--- src/rtl/serial_word_tx_if.sv ---
// Word-in / bit-out bundle for serial_word_tx: valid/ready word handshake,
// abort, serial stream and the per-word reference flags.
interface serial_word_tx_if #(
  parameter int WIDTH = 8
);
  logic             in_valid;
  logic             in_ready;
  logic [WIDTH-1:0] data_in;
  logic             abort;
  logic             out;
  logic             bit_valid;
  logic             last_bit;
  logic             done;
  logic             mult4;

  modport master (
    output in_valid, data_in, abort,
    input  in_ready, out, bit_valid, last_bit, done, mult4
  );

  modport slave (
    input  in_valid, data_in, abort,
    output in_ready, out, bit_valid, last_bit, done, mult4
  );
endinterface

--- src/rtl/serial_word_tx.sv ---
// Parallel-to-serial transmitter: accepts a WIDTH-bit word, shifts it out
// MSB-first one bit per clock, then pulses done with the word's mod-4 flag.
module serial_word_tx #(
  parameter int WIDTH = 8
) (
  input  logic             clk,
  input  logic             reset,
  serial_word_tx_if.slave  bus
);

  localparam int CW = $clog2(WIDTH);

  typedef enum logic [1:0] {
    IDLE  = 2'd0,
    SHIFT = 2'd1,
    DONE  = 2'd2
  } state_t;

  state_t           state;
  state_t           state_nxt;
  logic [WIDTH-1:0] sreg;
  logic [CW-1:0]    cnt;
  logic             mult4_q;

  // NOTE: sequential state uses non-blocking (<=) so every register samples
  // pre-edge values; reset is asynchronous and clears all state immediately.
  always_ff @(posedge clk or negedge reset) begin
    if (!reset) state <= IDLE;
    else        state <= state_nxt;
  end

  // NOTE: state_nxt gets a default before the case so no path leaves it
  // unassigned, which would otherwise infer a latch.
  always_comb begin
    state_nxt = state;
    case (state)
      IDLE:    if (bus.in_valid) state_nxt = SHIFT;
      SHIFT: begin
        // abort outranks the final-bit transition
        if (bus.abort)       state_nxt = IDLE;
        else if (cnt == '0)  state_nxt = DONE;
      end
      DONE:    state_nxt = IDLE;
      default: state_nxt = IDLE;
    endcase
  end

  always_ff @(posedge clk or negedge reset) begin
    if (!reset) begin
      sreg    <= '0;
      cnt     <= '0;
      mult4_q <= 1'b0;
    end else begin
      case (state)
        IDLE: begin
          if (bus.in_valid) begin
            sreg    <= bus.data_in;
            cnt     <= CW'(WIDTH - 1);
            mult4_q <= ~|bus.data_in[1:0];
          end
        end
        SHIFT: begin
          sreg <= {sreg[WIDTH-2:0], 1'b0};
          if (cnt != '0) cnt <= cnt - CW'(1);
        end
        default: ;
      endcase
    end
  end

  // Every output is a decode of registered state, so reset clears them at once
  // and no input reaches an output combinationally.
  assign bus.in_ready  = (state == IDLE);
  assign bus.bit_valid = (state == SHIFT);
  assign bus.out       = (state == SHIFT) && sreg[WIDTH-1];
  assign bus.last_bit  = (state == SHIFT) && (cnt == '0);
  assign bus.done      = (state == DONE);
  assign bus.mult4     = (state == DONE) && mult4_q;

endmodule

--- src/flat_wrapper.sv ---
// flat-port wrapper written by rule: the top's interface ports become plain ports
module serial_word_tx_flat 
#(
  parameter int WIDTH = 8
)
  (clk, reset, bus_in_valid, bus_data_in, bus_abort, bus_in_ready, bus_out, bus_bit_valid, bus_last_bit, bus_done, bus_mult4);
  serial_word_tx_if #(.WIDTH(WIDTH)) bus_i ();
  input  logic clk;
  input  logic reset;
  input wire logic [$bits(bus_i.in_valid)-1:0] bus_in_valid;
  input wire logic [$bits(bus_i.data_in)-1:0] bus_data_in;
  input wire logic [$bits(bus_i.abort)-1:0] bus_abort;
  output wire logic [$bits(bus_i.in_ready)-1:0] bus_in_ready;
  output wire logic [$bits(bus_i.out)-1:0] bus_out;
  output wire logic [$bits(bus_i.bit_valid)-1:0] bus_bit_valid;
  output wire logic [$bits(bus_i.last_bit)-1:0] bus_last_bit;
  output wire logic [$bits(bus_i.done)-1:0] bus_done;
  output wire logic [$bits(bus_i.mult4)-1:0] bus_mult4;
  assign bus_i.in_valid = bus_in_valid;
  assign bus_i.data_in = bus_data_in;
  assign bus_i.abort = bus_abort;
  assign bus_in_ready = bus_i.in_ready;
  assign bus_out = bus_i.out;
  assign bus_bit_valid = bus_i.bit_valid;
  assign bus_last_bit = bus_i.last_bit;
  assign bus_done = bus_i.done;
  assign bus_mult4 = bus_i.mult4;
  serial_word_tx #(.WIDTH(WIDTH)) u_core (.clk(clk), .reset(reset), .bus(bus_i));
endmodule
--- config.mk ---
export PLATFORM = sky130hd
export DESIGN_NAME = serial_word_tx_flat
export DESIGN_NICKNAME = d
export VERILOG_FILES = /design/src/rtl/serial_word_tx_if.sv /design/src/rtl/serial_word_tx.sv /design/src/flat_wrapper.sv
export SDC_FILE = /design/constraint.sdc
export NUM_CORES = 1
export LEC_CHECK = 0
export ABC_AREA = 1
export CAP_MARGIN = 10
export CORE_UTILIZATION = 50
export DETAILED_ROUTE_END_ITERATION = 10
export DONT_BUFFER_PORTS = 1
export GPL_ROUTABILITY_DRIVEN = 0
export GPL_TIMING_DRIVEN = 0
export PLACE_DENSITY = 0.68
export SETUP_SLACK_MARGIN = 0.2
export SKIP_CTS_REPAIR_TIMING = 1
export SLEW_MARGIN = 40
export SYNTH_ARGS = -nofsm -noshare
export SYNTH_HDL_FRONTEND = slang
export SYNTH_SLANG_ARGS = --single-unit
--- constraint.sdc ---
create_clock -name clk -period 1.1 [get_ports clk]
set_clock_uncertainty 0.05 [all_clocks]
set_input_delay 0.275 -clock clk [delete_from_list [all_inputs] [get_ports clk]]
set_output_delay 0.275 -clock clk [all_outputs]
set_load 0.02 [all_outputs]
==> metrics.txt <==
first-pass GRT wire length 2400 um; Post-Layout Cell Count 142; Setup CP Type reg2out; maximum net fanout on the critical path 3; Final Core Density 0.757; CP Capture Type output pin; WL met1 807 um; area delta synth->final 42.8%; met2 WL 949 um; max-slew violations 0; Num Clock Sinks 14; Die Wd 42.0 um; CP startpoint kind flop; Req. time, crit path 0.77 ns; initial drt markers 16; synthesized cell area 798 um2; setup violators final 20; htree depth 1; area of the die 0.00176 mm2; root buffer cell clkbuf_4; final worst slack -0.485 ns; RSZ-0062 raised after global routing yes; Worst IR Drop VDD 1.27 mV; final worst path period share 1.44; worst-margin pin slew 0.632 ns; setup TNS -4.95 ns; critical path arrival 1.26 ns; Avg Synthesized Cell Area 7.53 um2; distinct cell type count after synthesis 15; maxcap violations 0; routed vias 722; Worst-path clk slew 0.08 ns; highest routed metal layer met4; failing checks negative setup slack; met3 wire length 35 um; initial core utilization 0.530; Inst Count DP 122; half-perimeter wire length after placement 998 um; worst skew pair latency 0.28 ns; die height 42.0 um; Pwr Density 2230 mW/mm2; Syn Inst Count 106; DRT Wirelength 1830 um; Final nets 141; TritonCTS clock tree built; ANT cells 0; num rows 14; Rel. slew slack 0.577; Worst Hold Class in2reg; register area share after synthesis 0.439; Final ANT Viol Nets 0; Ys Warns 0; Yosys reg bits 14; DRC errors left 0; total I/O pin count 18; overall global routing resource usage 0.183; crit path time final 1.59 ns; IO buf count 0; layout cells sized above 1 0.421; core box area 0.00151 mm2; status finished with violations; initial antenna violation count 0; Max Freq 631 MHz; leakage 0.590 nW; Fin. Hold Viols 0; WL/cell 12.9 um; drt first pass iters 3; largest net degree at the start of global routing 15; Max clock buf depth 2; CTS buffer count 3; synthesized net count 120; Vias/cell 5.08; total grt overflow 0; vias in the first global route 574
[critical path, cell delays in order, from the launching register on]
cell and delay (ns):
dfrtp_1 0.43, inv_2 0.11, ha_4 0.13, inv_2 0.04
nor2_4 0.10, nand2_2 0.09, inv_4 0.09
[through the flow]
| step | area [um2] | hold slack, ns | worst slack [ns] | total power, W |
|---|---|---|---|---|
| global placement | 825 | -0.0704 | -0.257 | 0.00162 |
| CTS | 861 | -0.384 | -0.575 | 0.00202 |
| global route | 1140 | 0.0771 | -0.518 | 0.00272 |
| detailed placement | 825 | -0.0704 | -0.252 | 0.00164 |
| finish | 1140 | 0.0749 | -0.485 | 0.00254 |
| floorplan | 805 | -0.0706 | -0.165 | 0.00150 |
[layout by cell type, fill, tap and decap left out, types with 3 or more instances in the layout]
cell type / Yosys / layout
buf_4: 0 / 9
buf_6: 3 / 5
clkbuf_4: 0 / 3
dfrtp_1: 14 / 12
inv_1: 10 / 6
inv_2: 2 / 4
nand2_1: 49 / 41
nand2_2: 0 / 6
nand2_8: 0 / 3
nand3_1: 11 / 8
nand3_2: 0 / 3
nor2_4: 0 / 3
[Yosys cell counts]
library cell,n,area share
inv_2,2,0.0094
o21ai_0,2,0.013
nor3_2,1,0.013
buf_6,3,0.042
or2_2,1,0.0078
dfrtp_1,14,0.44
nor2_1,5,0.024
ha_1,2,0.031
inv_1,10,0.047
nor2_2,1,0.0078
nand2_1,49,0.23
nand3_1,11,0.069
nand2_4,3,0.042
o22ai_2,1,0.016
and3_2,1,0.0094
[cell type report]
type                            count  area (um2)
Multi-Input combinational cell     77         482
Inverter                           12        50.0
Clock buffer                        4        36.3
Timing Repair Buffer               16         158
Sequential cell                    14         353
Fill cell                         109         367
Buffer                              3        41.3
Tap cell                           16        20.0
[per-layer routing]
metal,track usage,vias up
li1,-,368
met1,0.233,337
met2,0.297,12
met3,0.0130,5
met4,0.123,0
met5,0,-
[flip-flops by register name, indices dropped and copies added (netlist names)]
signal and flops:
u_core.sreg 8, u_core.cnt 3, u_core.state 2, u_core.mult4_q 1
[report_power, final]
group / internal [W] / switching (W)
Combinational: 0.000603 / 0.000687
Sequential: 0.000713 / 0.000168
Clock: 0.000202 / 0.000171
[cell families after synthesis]
| kind of cell | after synthesis | share of synthesized area |
|---|---|---|
| fa+ha+maj | 2 | 0.0313 |
| simple gates | 72 | 0.403 |
| flops | 14 | 0.439 |
| buf+inv | 15 | 0.0988 |
| compound gates | 3 | 0.0282 |
[final timing paths]
path,start,endpoint,slack (ns),depth (start not counted)
min,bus_in_valid,u_core.state[0],0.07,2
max in group asynchronous,reset,u_core.state[0],0.16,1
max reg2reg,u_core.state[1],u_core.cnt[2],-0.25,8
max,u_core.cnt[0],bus_last_bit,-0.49,6
min reg2reg,u_core.cnt[1],u_core.cnt[1],0.45,2
min in group asynchronous,reset,u_core.cnt[1],0.39,1
No activity file was read; power rests on OpenSTA's default activity.
